==> src/rtl/cnn16_mem_arbiter.sv <==
// Two-port (CPU core / conv engine) arbiter onto a single request/ready memory port.
// Round-robin by default; define CNN16_ARB_FIXED_PRIO_EN for fixed priority to port 0.
module cnn16_mem_arbiter #(
   parameter int unsigned AW      = 12,
   parameter int unsigned DW      = 16,
   parameter int unsigned TIMEOUT = 255
) (
   input  logic          clk,
   input  logic          reset,
   input  logic          req0,
   input  logic          we0,
   input  logic [AW-1:0] addr0,
   input  logic [DW-1:0] wdata0,
   input  logic          req1,
   input  logic          we1,
   input  logic [AW-1:0] addr1,
   input  logic [DW-1:0] wdata1,
   output logic          ack0,
   output logic          ack1,
   output logic [DW-1:0] rdata0,
   output logic [DW-1:0] rdata1,
   output logic          err,
   output logic          mem_req,
   output logic          mem_we,
   output logic [AW-1:0] mem_addr,
   output logic [DW-1:0] mem_wdata,
   input  logic [DW-1:0] mem_rdata,
   input  logic          mem_ready,
   output logic [1:0]    arb_state
);

   typedef enum logic [1:0] {
      StIdle = 2'b00,
      StBusy = 2'b01,
      StResp = 2'b10
   } state_e;

   localparam logic [7:0] CntLast = 8'(TIMEOUT - 1);

   state_e     state_q;
   logic       winner_q;
   logic [7:0] cnt_q;
   logic       grant;
   logic       busy_done;
   logic       timed_out;

   // cnt_q holds the number of BUSY cycles already finished, so CntLast marks the last one
   assign busy_done = mem_ready || (cnt_q == CntLast);
   assign timed_out = !mem_ready && (cnt_q == CntLast);
   assign arb_state = state_q;

`ifdef CNN16_ARB_FIXED_PRIO_EN
   assign grant = ~req0;
`else
   logic last_q;

   always_comb begin
      grant = req1;
      if (req0 && req1) begin
         grant = ~last_q;
      end
   end

   always_ff @(posedge clk or negedge reset) begin
      if (!reset) begin
         last_q <= 1'b1;
      end else if (state_q == StBusy && busy_done) begin
         last_q <= winner_q;
      end
   end
`endif

   always_ff @(posedge clk or negedge reset) begin
      if (!reset) begin
         state_q   <= StIdle;
         winner_q  <= 1'b0;
         cnt_q     <= 8'd0;
         mem_req   <= 1'b0;
         mem_we    <= 1'b0;
         mem_addr  <= '0;
         mem_wdata <= '0;
         ack0      <= 1'b0;
         ack1      <= 1'b0;
         rdata0    <= '0;
         rdata1    <= '0;
         err       <= 1'b0;
      end else begin
         unique case (state_q)
            StIdle: begin
               if (req0 || req1) begin
                  winner_q  <= grant;
                  mem_req   <= 1'b1;
                  mem_we    <= grant ? we1 : we0;
                  mem_addr  <= grant ? addr1 : addr0;
                  mem_wdata <= grant ? wdata1 : wdata0;
                  cnt_q     <= 8'd0;
                  state_q   <= StBusy;
               end
            end
            StBusy: begin
               cnt_q <= cnt_q + 8'd1;
               if (busy_done) begin
                  if (timed_out) begin
                     err <= 1'b1;
                     if (winner_q) rdata1 <= '0;
                     else          rdata0 <= '0;
                  end else if (!mem_we) begin
                     if (winner_q) rdata1 <= mem_rdata;
                     else          rdata0 <= mem_rdata;
                  end
                  mem_req <= 1'b0;
                  ack0    <= ~winner_q;
                  ack1    <= winner_q;
                  state_q <= StResp;
               end
            end
            StResp: begin
               ack0    <= 1'b0;
               ack1    <= 1'b0;
               err     <= 1'b0;
               state_q <= StIdle;
            end
            default: begin
               mem_req <= 1'b0;
               state_q <= StIdle;
            end
         endcase
      end
   end

endmodule
==> config.mk <==
export PLATFORM = sky130hd
export DESIGN_NAME = cnn16_mem_arbiter
export DESIGN_NICKNAME = d
export VERILOG_FILES = /design/src/rtl/cnn16_mem_arbiter.sv
export SDC_FILE = /design/constraint.sdc
export NUM_CORES = 1
export LEC_CHECK = 0
export CAP_MARGIN = 10
export CORE_MARGIN = 10
export CORE_UTILIZATION = 45
export CTS_CLUSTER_SIZE = 30
export DETAILED_ROUTE_END_ITERATION = 8
export HOLD_SLACK_MARGIN = 0.15
export MAX_ROUTING_LAYER = met4
export PLACE_DENSITY = 0.85
export SLEW_MARGIN = 20
export SYNTH_ARGS = -nofsm -noshare
export SYNTH_HDL_FRONTEND = slang
export SYNTH_SLANG_ARGS = --single-unit
export TNS_END_PERCENT = 50
==> constraint.sdc <==
create_clock -name clk -period 2.9 [get_ports clk]
set_clock_uncertainty 0.15 [all_clocks]
set_input_delay 0.435 -clock clk [delete_from_list [all_inputs] [get_ports clk]]
set_output_delay 0.435 -clock clk [all_outputs]
set_load 0.01 [all_outputs]
After elaboration in Yosys (flattened, before gate mapping)
Cells that the tools add are included.
W data, S select, Z words.
{ "totals": {"reg_bits": 77, "latchBits": 0, "ram_bits": 0, "rom_bits": 0, "input_bits": 79, "word_cells": 68, "memories": 0} }
{ "op_classes": {"addsub": 1, "multipliers": 0, "div_mod_pow": 0, "n_lt_le_gt_ge": 0, "eq_ne": 7, "n_shift": 0, "n_mux": 27, "bitwise": 3, "n_reduce_logical": 17} }
{ "ops": {"columns": ["op", "count"], "rows": [
  ["$mux W16", 9],
  ["$pmux W8 S2", 1],
  ["$mux W12", 1],
  ["$add A8 B1 Y8 const B", 1],
  ["$eq A8 B8 Y1 const B", 1],
  ["$mux W1", 8],
  ["$mux W8", 1],
  ["$reduce_and A2 Y1", 4],
  ["$reduce_and A4 Y1", 2],
  ["$ne A2 B2 Y1 const B", 3],
  ["$pmux W1 S2", 3],
  ["$reduce_and A3 Y1", 2],
  ["$mux W2", 2],
  ["$pmux W2 S2", 1],
  ["$reduce_bool A2 Y1", 2],
  ["$logic_and A1 B1 Y1", 3],
  ["$not A1 Y1", 3],
  ["$pmux W1 S3", 1],
  ["$eq A2 B1 Y1 const B", 1],
  ["$eq A2 B2 Y1 const B", 1],
  ["$logic_not A2 Y1", 1],
  ["$logic_or A1 B1 Y1", 2],
  ["$ne A2 B1 Y1 const B", 1],
  ["$logic_not A1 Y1", 1]
]} }

Depth between registers and ports, before layout
Gate-level depths: netlist of the first run.
{ "depth": {"ltp_word": 5, "ltp_mapped": 7, "depth_no_buf": 6} }

Least setup slack after synthesis of the first run
No wires, ideal clock.
{ "synth_timing": {"path_kind": "reg-to-reg", "start": "register cnt_q[0]", "end": "register rdata1[10]", "setup_ns": 0.122, "t_arrival_ns": 1.497, "slack_ns": 1.131, "path_stages_with_launch": 8, "n_path_buf": 1, "period_less_slack_ns": 1.769, "path_cell_list": "dfrtp_1 > inv_1 > ha_1 > nand2_1 > o41ai_4 > nand2_2 > buf_6 > a32o_1"} }
{ "synth_via": {"elab_chain_len": 4, "word_cells_on_any_way": 6} }
{ "synth_rtl": {"columns": ["item", "line_no", "text"], "rows": [
  ["start, declared", "42", "logic [7:0] cnt_q;"],
  ["start signal, assigned", "101", "cnt_q <= cnt_q + 8'd1;"],
  ["$eq A8 B8 Y1 (*)", "48, 49", null],
  ["$logic_and A1 B1 Y1", "49", "assign timed_out = !mem_ready && (cnt_q == CntLast);"],
  ["$ne A2 B1 Y1 (no source line)", null, null],
  ["$reduce_and A4 Y1 (no source line)", null, null],
  ["end signal, assigned", "108", "if (winner_q) rdata1 <= mem_rdata;"],
  ["end, declared", "21", "output logic [DW-1:0] rdata1,"]
]} }
Mark *: on every way between the ends. The rest lies on a longest branch, timed or not.
A chain may end at the register's enable or synchronous reset.

Worst setup path in the final report of the first run
{ "layout_timing": {"start": "register state_q[0], in the netlist arb_state[0]", "end": "output arb_state[0]"} }
{ "layout_lines": {"columns": ["item", "line_no", "text"], "rows": [
  ["start, declared", "40", "state_e state_q;"],
  ["start signal, assigned", "75", "state_q <= StIdle;"],
  ["start signal, assigned", "97", "state_q <= StBusy;"],
  ["start signal, assigned", "114", "state_q <= StResp;"],
  ["end, declared", "29", "output logic [1:0] arb_state"]
]} }
No word-level cell between the ends.

==> metrics, run 1 <==
vias in the first global route=3063; hold depth=2; Starting Density=0.459; CP bufs+invs=1; CP top delay family=buffers and inverters; Post-Syn Area per Cell=11.7 um2; Comb power frac=0.439; CP max stage delay=0.60 ns; Bufs on Longest Clock Path=2; syn nets=365; Net Switching=1.55 mW; R2R cell count=6; final instance area=5070 um2; wire per inst=18.5 um; final setup TNS=0 ns; Final Cycle Share=0.695; crit path capture type=output port; area growth from synthesis to layout=53.1%; mapped cell area=3310 um2; most frequent cells in the layout=144 x clkdlybuf4s50_1, 76 x dfrtp_1, 43 x o21ai_0; Cell Area, Placed=4880 um2; First-pass DRT Iterations=4; number of remaining DRC errors=0; CP Class=flop to output port; FF/Latch Area=1930 um2; die area=11200 um2; IO Count=146; post-route ant nets=0; initial antenna violation count=0; Worst EP required=2.32 ns; worst hold start=mem_wdata[8]; Reg2Reg Capture Point=rdata0[0]; status=finished, final reports clean; Die Y-Extent=106 um; Placer Congestion=0.833; CTS resizes=0; area occupied by multi-input gates=1310 um2; leakage power total=2.16 nW; end of the worst hold path=mem_wdata[8]; final-stage net count=508; Core Area=7210 um2; Pins Over Slew Limit=0; clock root cell=clkbuf_8; Post-Route Utilization=0.703; critical-path cell list=clkdlybuf4s50_1; Max Clk Rate=496 MHz; # clock sinks=77; slowest CP cell=clkdlybuf4s50_1; # hold bufs at CTS=1; DR vias/cell=5.41; # fillers=545; Chip Width=106 um; min-delay worst type=flop to flop; port bufs=145; register area share after synthesis=0.582; Final Hold Violating Endpoints=0; Rows=31; reg2reg start=cnt_q[0]; CTS tree=built; clock share of power=0.163; routed wire length=9810 um; # H-tree levels=3; Post-Syn Instances=284; share of post-route cells with drive strength above 1=0.0787; cell taking the most area after synthesis=dfrtp_1; first-pass GRT wire length=15800 um; Vias=2872; cts bufs inserted=9; grt ovf=0; post-synth top area share=0.574; synth top area cells=dfrtp_1 57%, a32o_1 9.7%, mux2i_1 8.8%; commonest non-fill, non-tap cell in the layout=clkdlybuf4s50_1; Yosys cell types=35; Pwr Total=4.51 mW; Worst-path clk slew=0.08 ns; Pint=2.96 mW; gr usage total=0.180; minimum clock period=2.02 ns; Max-Cap Viols=0; DPL Wire Length=7530 um; FF+latch count, synth=77; Sw Share=0.344; Iter 0 DRT Violations=118; Slew HR=0.371; crit path max fanout=9; Clock Latency Late Sink=0.35 ns; startpoint types=flop; Worst EP arrival=1.43 ns; unrepaired setup endpoints after global routing=no; n_diodes=0; register share of total power=0.398; Post-CTS Setup Bufs=0; cell area power density=889 nW/um2; Stages on worst setup path=1; yosys warns=0; pin count of the biggest net entering global routing=78; Finish-stage setup viols=0; actual slew at the worst max-slew pin=0.943 ns; peak supply drop=0.000440 V; reg2reg setup slack=0.94 ns
[power groups by stage]
stage	Sequential, mW	Combinational, mW	Clock (mW)
floorplan	1.95	0.635	0
global placement	1.79	1.95	0
detailed placement	1.82	2.01	0
CTS	1.80	2.02	0.764
global route	1.85	2.15	0.808
finish	1.80	1.98	0.735
[how the worst max path moves through the flow]
stage                 start           end  slack (ns)
3_5_place_dp      mem_ready    rdata0[13]        0.62
3_3_place_gp      mem_ready    rdata0[12]        0.67
4_1_cts        arb_state[0]  arb_state[0]        0.87
6_report       arb_state[0]  arb_state[0]        0.88
5_1_grt            cnt_q[0]     rdata0[1]        0.80
2_1_floorplan      cnt_q[0]    rdata1[10]        1.13
[through the flow]
stage | hold WS, ns | setup WS [ns] | cells
floorplan | -0.0106 | 1.13 | 284
global placement | 0.312 | 0.672 | 514
detailed placement | 0.319 | 0.617 | 514
CTS | 0.338 | 0.872 | 531
global route | 0.362 | 0.799 | 531
finish | 0.329 | 0.884 | 531
[flip-flops by register name (all words and copies together) (netlist names)]
| name | cells |
|---|---|
| mem_we | 1 |
| last_q | 1 |
| arb_state | 2 |
| ack0 | 1 |
| rdata0 | 16 |
| winner_q | 1 |
| ack1 | 1 |
| cnt_q | 8 |
| rdata1 | 16 |
| err | 1 |
| mem_req | 1 |
| mem_addr | 12 |
| mem_wdata | 16 |
[Yosys cell counts (all sizes together)]
| cell type | instances |
|---|---|
| xor2 | 1 |
| nor2b | 1 |
| nand3 | 5 |
| nand2b | 2 |
| a31oi | 2 |
| dfstp | 1 |
| a21boi | 2 |
| and2b | 1 |
| a21oi | 1 |
| a31o | 2 |
| nor2 | 4 |
| o41ai | 1 |
| a22o | 3 |
| a32o | 32 |
| buf | 8 |
| clkbuf | 12 |
| a21o | 1 |
| and3 | 1 |
| nand4 | 4 |
| and4 | 1 |
| o31ai | 2 |
| o21a | 1 |
| o21ai | 44 |
| inv | 2 |
| nand2 | 41 |
| dfrtp | 76 |
| mux2i | 29 |
| and2 | 2 |
| ha | 2 |
[per-layer routing]
layer	vias up	track usage	wire, um
met2	159	0.271	4630
li1	1346	-	-
met5	-	-	0
met1	1353	0.212	4040
met4	0	0.0513	117
met3	14	0.0810	1030
[cell type report]
class / count / area share
flip-flops and latches: 77 / 0.380
clock buffers: 9 / 0.0244
multi-input cells: 185 / 0.257
well taps: 99 / 0.0244
repair buffers: 152 / 0.301
clock inverters: 7 / 0.0111
inverters: 2 / 0.00148
[cells by family after synthesis]
family,synth area share
simple gates,0.0850
fa+ha+maj,0.00755
buf+inv,0.0317
xor+xnor,0.00264
compound gates,0.204
flops,0.582
mux,0.0876
Note: power is estimated with default switching activity, not from simulation.
==> run 2, diff against run 1 <==
CORE_UTILIZATION = 38   (was 45)
PLACE_DENSITY = 0.77   (was 0.85)
clock period = 1.7 ns   (was 2.9 ns; I/O delays follow)
==> run 2 against run 1 <==
Register-to-register slack worse by 0.94 ns; die area is 15% higher; via count is 1.5% higher.
==> metrics, run 2 (synthesis results as in run 1) <==
gr usage total=0.155 (-0.0249); Pwr Total=7.99 mW (+77%); share of post-route cells with drive strength above 1=0.138 (+0.0589); FF/Latch Area=1930 um2 (unchanged); cell area power density=1460 nW/um2 (+64%); port bufs=145 (unchanged); leakage power total=2.79 nW (+29%); # fillers=677 (+24%); DR vias/cell=5.15 (-4.7%); CP Class=flop to flop; Final Cycle Share=0.998; First-pass DRT Iterations=4 (unchanged); Finish-stage setup viols=0 (unchanged); status=finished, final reports clean; post-route ant nets=0 (unchanged); Placer Congestion=0.819 (-1.6%); Core Area=8590 um2 (+19%); Reg2Reg Capture Point=rdata0[3]; Pins Over Slew Limit=0 (unchanged); met2 GRT Util=0.220 (-0.0515); minimum clock period=1.70 ns; final-stage net count=534 (+5.1%); GRT busiest layer=met2; # clock sinks=77 (unchanged); area growth from synthesis to layout=65.3%; crit path max fanout=16 (+7); die area=12900 um2 (+15%); Worst EP required=1.78 ns (-0.54 ns); reg2reg setup slack=0.004 ns (-0.94 ns); Worst EP arrival=1.77 ns (+0.34 ns); Max-Cap Viols=0 (unchanged); pin count of the biggest net entering global routing=55 (-29%); CP endpoint=rdata0[3]; Starting Density=0.386 (-0.0737); Final Hold Violating Endpoints=0 (unchanged); grt ovf=0 (unchanged); vias in the first global route=3020 (-1.4%); Crit path top cell by count=nand2_2; commonest non-fill, non-tap cell in the layout=clkdlybuf4s50_1; crit path capture type=flop; routed wire length=9900 um (+0.97%); initial antenna violation count=0 (unchanged); n_diodes=0 (unchanged); Iter 0 DRT Violations=126 (+6.8%); IO Count=146 (unchanged); area occupied by multi-input gates=1320 um2 (+0.96%); startpoint types=flop; Worst-path clk slew=0.09 ns (about the same); wire per inst=17.5 um (-5.3%); R2R cell count=7 (+1); Clock Latency Late Sink=0.34 ns (about the same); first-pass GRT wire length=15800 um (+0.48%); cts bufs inserted=9 (unchanged); CP max stage delay=0.39 ns (-0.21 ns); critical-path cell list=inv_1 > ha_2 > nand2_2 > o41ai_4 > nand2_2 > buf_12 > a32o_1; clock root cell=clkbuf_8; crit path from=cnt_q[0]; DPL Wire Length=7750 um (+2.9%); Post-Route Utilization=0.637 (-0.0661); reg2reg start=cnt_q[0]; Die Y-Extent=113 um (+7.2%); slowest CP cell=dfrtp_1; Chip Width=113 um (+7.2%); min-delay worst type=input pin to asynchronous set/reset pin; most frequent cells in the layout=100 x clkdlybuf4s50_1, 76 x dfrtp_1, 43 x o21ai_0; final hold slack=0.282 ns (-0.0471 ns); number of remaining DRC errors=0 (unchanged); met3 usage=0.0562 (-0.0248); Rows=34 (+9.7%); peak supply drop=0.000524 V (+19%); unrepaired setup endpoints after global routing=yes; actual slew at the worst max-slew pin=0.514 ns (-0.429 ns); CTS tree=built; Slew HR=0.658 (+0.286); # H-tree levels=3 (unchanged); Global Route met1 Usage=0.199 (-0.0133); biggest regs=mem_wdata (16), rdata0 (16), rdata1 (16); Max Clk Rate=590 MHz; Vias=2916 (+1.5%); Bufs on Longest Clock Path=2 (unchanged)
[run 2: cell count changes in the layout (fill, tap and decap cells not counted), sizes merged]
| cell | change |
|---|---|
| inv | -1 |
| dlygate4sd2 | +8 |
| dlymetal6s2s | +36 |
| clkdlybuf4s50 | -44 |
| bufinv | +2 |
| buf | +26 |
| clkinvlp | -1 |
[run 2: critical path, delay by kind of cell, from the launching register on]
| kind | cells | cell delay (ns) |
|---|---|---|
| AO/OA/AOI/OAI | 2 | 0.46 |
| flip-flops | 1 | 0.39 |
| buffers and inverters | 2 | 0.22 |
| adder cells (fa/ha/maj) | 1 | 0.18 |
| AND/OR/NAND/NOR | 2 | 0.17 |
[run 2: final cells by class]
class,count,share of cell area
Tap cell,108,0.0247
Multi-Input combinational cell,185,0.241
Sequential cell,77,0.352
Inverter,2,0.00137
Timing Repair Buffer,178,0.341
Clock inverter,7,0.0176
Clock buffer,9,0.0226
[run 2: power by group]
group          internal [mW]  switching (mW)
Sequential              2.57           0.429
Combinational           1.95            1.50
Clock                  0.835           0.698
Total                   5.36            2.63
[run 2: how the worst min path moves through the flow]
stage           from         end  slack [ns]  cells after the start
2_1_floorplan  reset        ack0       -0.19                      0
3_3_place_gp   reset  rdata0[15]         0.1                      1
3_5_place_dp   reset   rdata0[3]        0.12                      1
4_1_cts        reset   rdata0[9]        0.29                      2
5_1_grt        reset   rdata1[1]        0.32                      2
6_report       reset   rdata1[1]        0.28                      2
[run 2: metrics by stage]
stage,instance area [um2],setup TNS (ns),setup WS (ns),std cells
after floorplan,3320,-0.697,-0.0376,284
after global placement,5150,-8.15,-0.213,548
after detailed placement,5150,-9.68,-0.239,548
after CTS,5390,-0.00558,-0.00392,566
after global routing,5480,-2.47,-0.0963,566
final,5480,0,0.00416,566
[run 2: repair_timing]
action,CTS,global route
hold buffers,1,0
setup endpoints to repair,11,68
setup buffers,1,0
pin swaps,1,0
gates resized for setup,10,36
endpoints found under the hold margin,77,0
[run 2: layer usage]
metal	vias to the layer above	share of wire
li1	1390	-
met1	1393	0.45
met2	122	0.45
met3	11	0.079
met4	0	0.013
met5	-	0
==> run 3, diff against run 2 <==
SLEW_MARGIN = unset   (was 20)
==> results of run 3 <==
No change in the layout: final DEF, timing and power equal those of run 2.
==> edit 1: new RTL, flow settings as in run 2 <==
Add a define of `CNN16_ARB_FIXED_PRIO_EN`.
--- a/src/rtl/cnn16_mem_arbiter.sv
+++ b/src/rtl/cnn16_mem_arbiter.sv
@@ -1,5 +1,7 @@
 // Two-port (CPU core / conv engine) arbiter onto a single request/ready memory port.
 // Round-robin by default; define CNN16_ARB_FIXED_PRIO_EN for fixed priority to port 0.
+`define CNN16_ARB_FIXED_PRIO_EN
+
 module cnn16_mem_arbiter #(
    parameter int unsigned AW      = 12,
    parameter int unsigned DW      = 16,
Check against the original RTL: not equivalent (a bounded check fails within 10 cycles, from zero or initial values and one cycle with reset low).
==> edit 1 against run 2 <==
Sequential cell count shrank 1. Power rose by 6.3%. Global-route usage up 0.40 points. Design area down 1.9%. Wire length rose by 1.4%. Critical path depth decreased by 6. Via count is 1.3% lower. Non-clock buffer count fell by 5. Setup slack better by 0.034 ns. Register-to-register slack improved by 0.05 ns. First-iteration DRC count rose by 8.7%. Area after synthesis up 0.87%. Critical path type is now reg -> out.
==> edit 1: results (changes against run 2) <==
Logic synthesis
  • Commonest cells in the netlist: dfrtp_1, o21ai_0, nand2_1 (unchanged)
  • Synth area leaders: dfrtp_1, a32o_1, mux2i_1, o21ai_0, nand2_1 (unchanged)
  • Syn Inst Count: 280 (was 284)
  • Post-synth cell types: 37 (was 35)
  • Sequential fraction of the synthesis area: 56.91% (was 58.19%)

Global route
  • Met3 Use GR: 5.827% (was 5.617%)
  • Largest net degree at the start of global routing: 42 (was 55)
  • Met2 usage: 25.32% (was 21.97%)
  • GR Util met1: 18.20% (was 19.87%)
  • First-pass GRT wire length: 16140 um (was 15840 um)
  • Vias in the first global route: 3188 (was 3020)
  • GRT Total Usage: 15.86% (was 15.46%)

Run status
  • Outcome: completed (unchanged)

Worst hold path
  • Worst hold path class: in -> reg (was in -> async)

Worst setup path
  • Worst path max stage delay: 0.56 ns (was 0.39 ns)
  • CP Data Arrival Time: 1.26 ns (was 1.77 ns)
  • Cell family with most CP delay: buffers and inverters (was compound AO/OA/AOI/OAI gates)
  • Slowest-stage cell, CP: clkdlybuf4s50_1 (was dfrtp_1)

Layout
  • Layout cells sized above 1: 13.17% (was 13.76%)
  • Fin cells: 556 (was 566)
  • Nets: 524 (was 534)

Place
  • Area post-placement: 4957 um2 (was 5155 um2)
  • Place WS: -0.2947 ns (was -0.2389 ns)
  • Post-Place Cells: 533 (was 548)
  • Hpwl dp: 7481 um (was 7748 um)
  • GPL Wtd Cong: 0.7859 (was 0.8189)

Pwr
  • VDD IR-drop max: 0.6281 mV (was 0.5242 mV)
  • LEAKAGE: 2.705 nW (was 2.794 nW)

Detailed routing
  • Met3 WL: 925 um (was 787 um)
  • Top Layer Used: met4 (unchanged)
  • WL met2: 4765 um (was 4499 um)
  • DR WL/cell: 18.07 um (was 17.50 um)
  • Met1 wire length: 4225 um (was 4491 um)
  • Starting DRT DRC Count: 137 (was 126)

Clock network
  • Clock latency on the worst-skew pair: 0.34 ns (about the same)
  • CTS Buf Count: 9 (unchanged)

Timing
  • Relative slew slack: 73.86% (was 65.76%)
[edit 1: final timing paths]
| check | startpoint | endpoint | slack [ns] | cells after the start |
|---|---|---|---|---|
| max | rdata0[15]$_DFFE_PN0P_ | rdata0[15] | 0.04 | 1 |
| min | req0 | cnt_q[1]$_DFFE_PN0P_ | 0.22 | 4 |
| max reg2reg | cnt_q[0]$_DFFE_PN0P_ | rdata1[7]$_DFFE_PN0P_ | 0.05 | 8 |
| min reg2reg | mem_addr[4]$_DFFE_PN0P_ | mem_addr[4]$_DFFE_PN0P_ | 0.32 | 2 |
| max in group asynchronous | reset | mem_wdata[7]$_DFFE_PN0P_ | 0.57 | 3 |
| min in group asynchronous | reset | rdata1[4]$_DFFE_PN0P_ | 0.23 | 2 |
[edit 1: cells by family after synthesis]
kind of cell / after synthesis / synth area share, %
flops: 76 / 56.91
compound gates: 84 / 18.38
simple gates: 63 / 9.660
mux: 30 / 9.023
buf+inv: 25 / 5.279
fa+ha+maj: 2 / 0.7487
[edit 1: report_power, final]
part	switching, W	internal [W]
Clock	0.000647	0.000755
Combinational	0.00185	0.00215
Sequential	0.000482	0.00261
Total	0.00298	0.00551
[edit 1: tightest hold or removal path: stages]
cell and delay [ns]:
buf_2 0.15, o21ai_4 0.11, nand3_1 0.09, o21ai_0 0.07
[edit 1: area by class of cell]
class	instances	area, um2
fill	697	3263
sequential	76	1903
timing repair buffer	173	1787
multi-input combinational	180	1334
clock buffer	12	155.1
tap	108	135.1
clock inverter	4	47.55
inverter	3	11.26
[edit 1: repair_timing]
item / in CTS / in global routing
setup buffers: 3 / 2
hold endpoints to repair: 76 / 0
gates cloned: 1 / 0
hold buffers: 1 / 0
endpoints found under the setup margin: 24 / 70
pin swaps: 4 / 3
resized for setup: 12 / 42
==> edit 2: new RTL, flow settings as in run 2 <==
Without the edit above. Make the reset (`reset`) synchronous in 2 clocked blocks.
--- a/src/rtl/cnn16_mem_arbiter.sv
+++ b/src/rtl/cnn16_mem_arbiter.sv
@@ -61,7 +61,7 @@
       end
    end
 
-   always_ff @(posedge clk or negedge reset) begin
+   always_ff @(posedge clk) begin
       if (!reset) begin
          last_q <= 1'b1;
       end else if (state_q == StBusy && busy_done) begin
@@ -70,7 +70,7 @@
    end
 `endif
 
-   always_ff @(posedge clk or negedge reset) begin
+   always_ff @(posedge clk) begin
       if (!reset) begin
          state_q   <= StIdle;
          winner_q  <= 1'b0;
Check against the original RTL: differs if reset is asserted again (counterexample within 4 cycles, from zero or initial values and one cycle with reset low); with reset held inactive, the same outputs for 4 cycles.
==> edit 2 against run 2 <==
Sequential cell count did not move. Design area is 5.4% lower. Critical endpoint is now rdata1[13]. Synthesized cell count is 27% higher. Area after synthesis shrank 3.5%. Wire length grew 6.0%. Critical path type is now reg -> out. Setup slack improved by 0.030 ns.
Power is not compared: it rests on default switching activity, and its combinational part moved more than twofold at a synthesized area within 25%.
==> edit 2: results (changes against run 2) <==
Logic synthesis
  • Post-Synth Adder-Cell Area: 0.7825% (was 0.7553%)
  • Post-synth cell types: 42 (was 35)
  • Post-synthesis mux area share: 9.429% (was 8.761%)
  • Syn_nets: 441 (was 365)
  • Synth Area in Compound Gates: 21.83% (was 20.35%)
  • Sequential fraction of the synthesis area: 48.20% (was 58.19%)

Timing
  • Worst-margin pin slew: 0.4548 ns (was 0.5136 ns)
  • Worst Slack Setup Final: 0.03402 ns (was 0.004155 ns)

Worst setup path
  • Setup crit start: rdata1[13]$_SDFFE_PN0P_ (was cnt_q[0]$_DFFE_PN0P_)
  • Cell family with most CP delay: buffers and inverters (was compound AO/OA/AOI/OAI gates)
  • Crit Reg-Reg Startpoint: cnt_q[0]$_SDFFE_PN0P_ (was cnt_q[0]$_DFFE_PN0P_)
  • Worst-path fanout max: 2 (was 16)
  • CP Data Arrival Time: 1.26 ns (was 1.77 ns)
  • R2R setup slack: 0.08 ns (was 0.004 ns)

Place
  • Area post-placement: 4912 um2 (was 5155 um2)
  • GPL Wtd Cong: 0.8010 (was 0.8189)
  • Hpwl dp: 7848 um (was 7748 um)
  • Place WS: -0.1217 ns (was -0.2389 ns)
  • Post-Place Cells: 609 (was 548)

Detailed routing
  • Post-detailed-route via-to-cell ratio: 5.208 (was 5.152)
  • Met1 wire length: 4498 um (was 4491 um)
  • Final WL: 10500 um (was 9904 um)
  • Met3 WL: 706 um (was 787 um)

Layout
  • Layout cells sized above 1: 13.63% (was 13.76%)
  • Fin cells: 626 (was 566)

Run status
  • Outcome: completed (unchanged)

Global route
  • Vias in the first global route: 3293 (was 3020)
  • GR Util met1: 18.27% (was 19.87%)
  • GRT Total Usage: 16.09% (was 15.46%)
  • Met2 usage: 25.64% (was 21.97%)
[edit 2: cell count changes after synthesis, moves of 8 or more]
cell	delta
nand3_1	+33
a21oi_1	+37
o21ai_0	+8
a32o_1	-32
dfxtp_1	+77
o21ai_2	+10
dfrtp_1	-76
[edit 2: cell families (layout without fill, tap and decap cells)]
kind of cell | count (synthesis) | after routing
simple gates | 100 | 100
buf+inv | 30 | 191
fa+ha+maj | 2 | 2
flops | 77 | 77
mux | 30 | 30
compound gates | 121 | 121
[edit 2: cell type report]
cell class,instances,area (um2)
flip-flops and latches,77,1544
clock inverters,7,57.56
well taps,105,131.4
multi-input cells,253,1543
repair buffers,172,1769
inverters,3,11.26
fillers,677,3037
clock buffers,9,123.9
[edit 2: repair_timing]
action / CTS / global route
cloned: 0 / 1
gates resized for setup: 6 / 23
endpoints found under the setup margin: 4 / 45
hold buffers: 0 / 0
pin swaps: 0 / 2
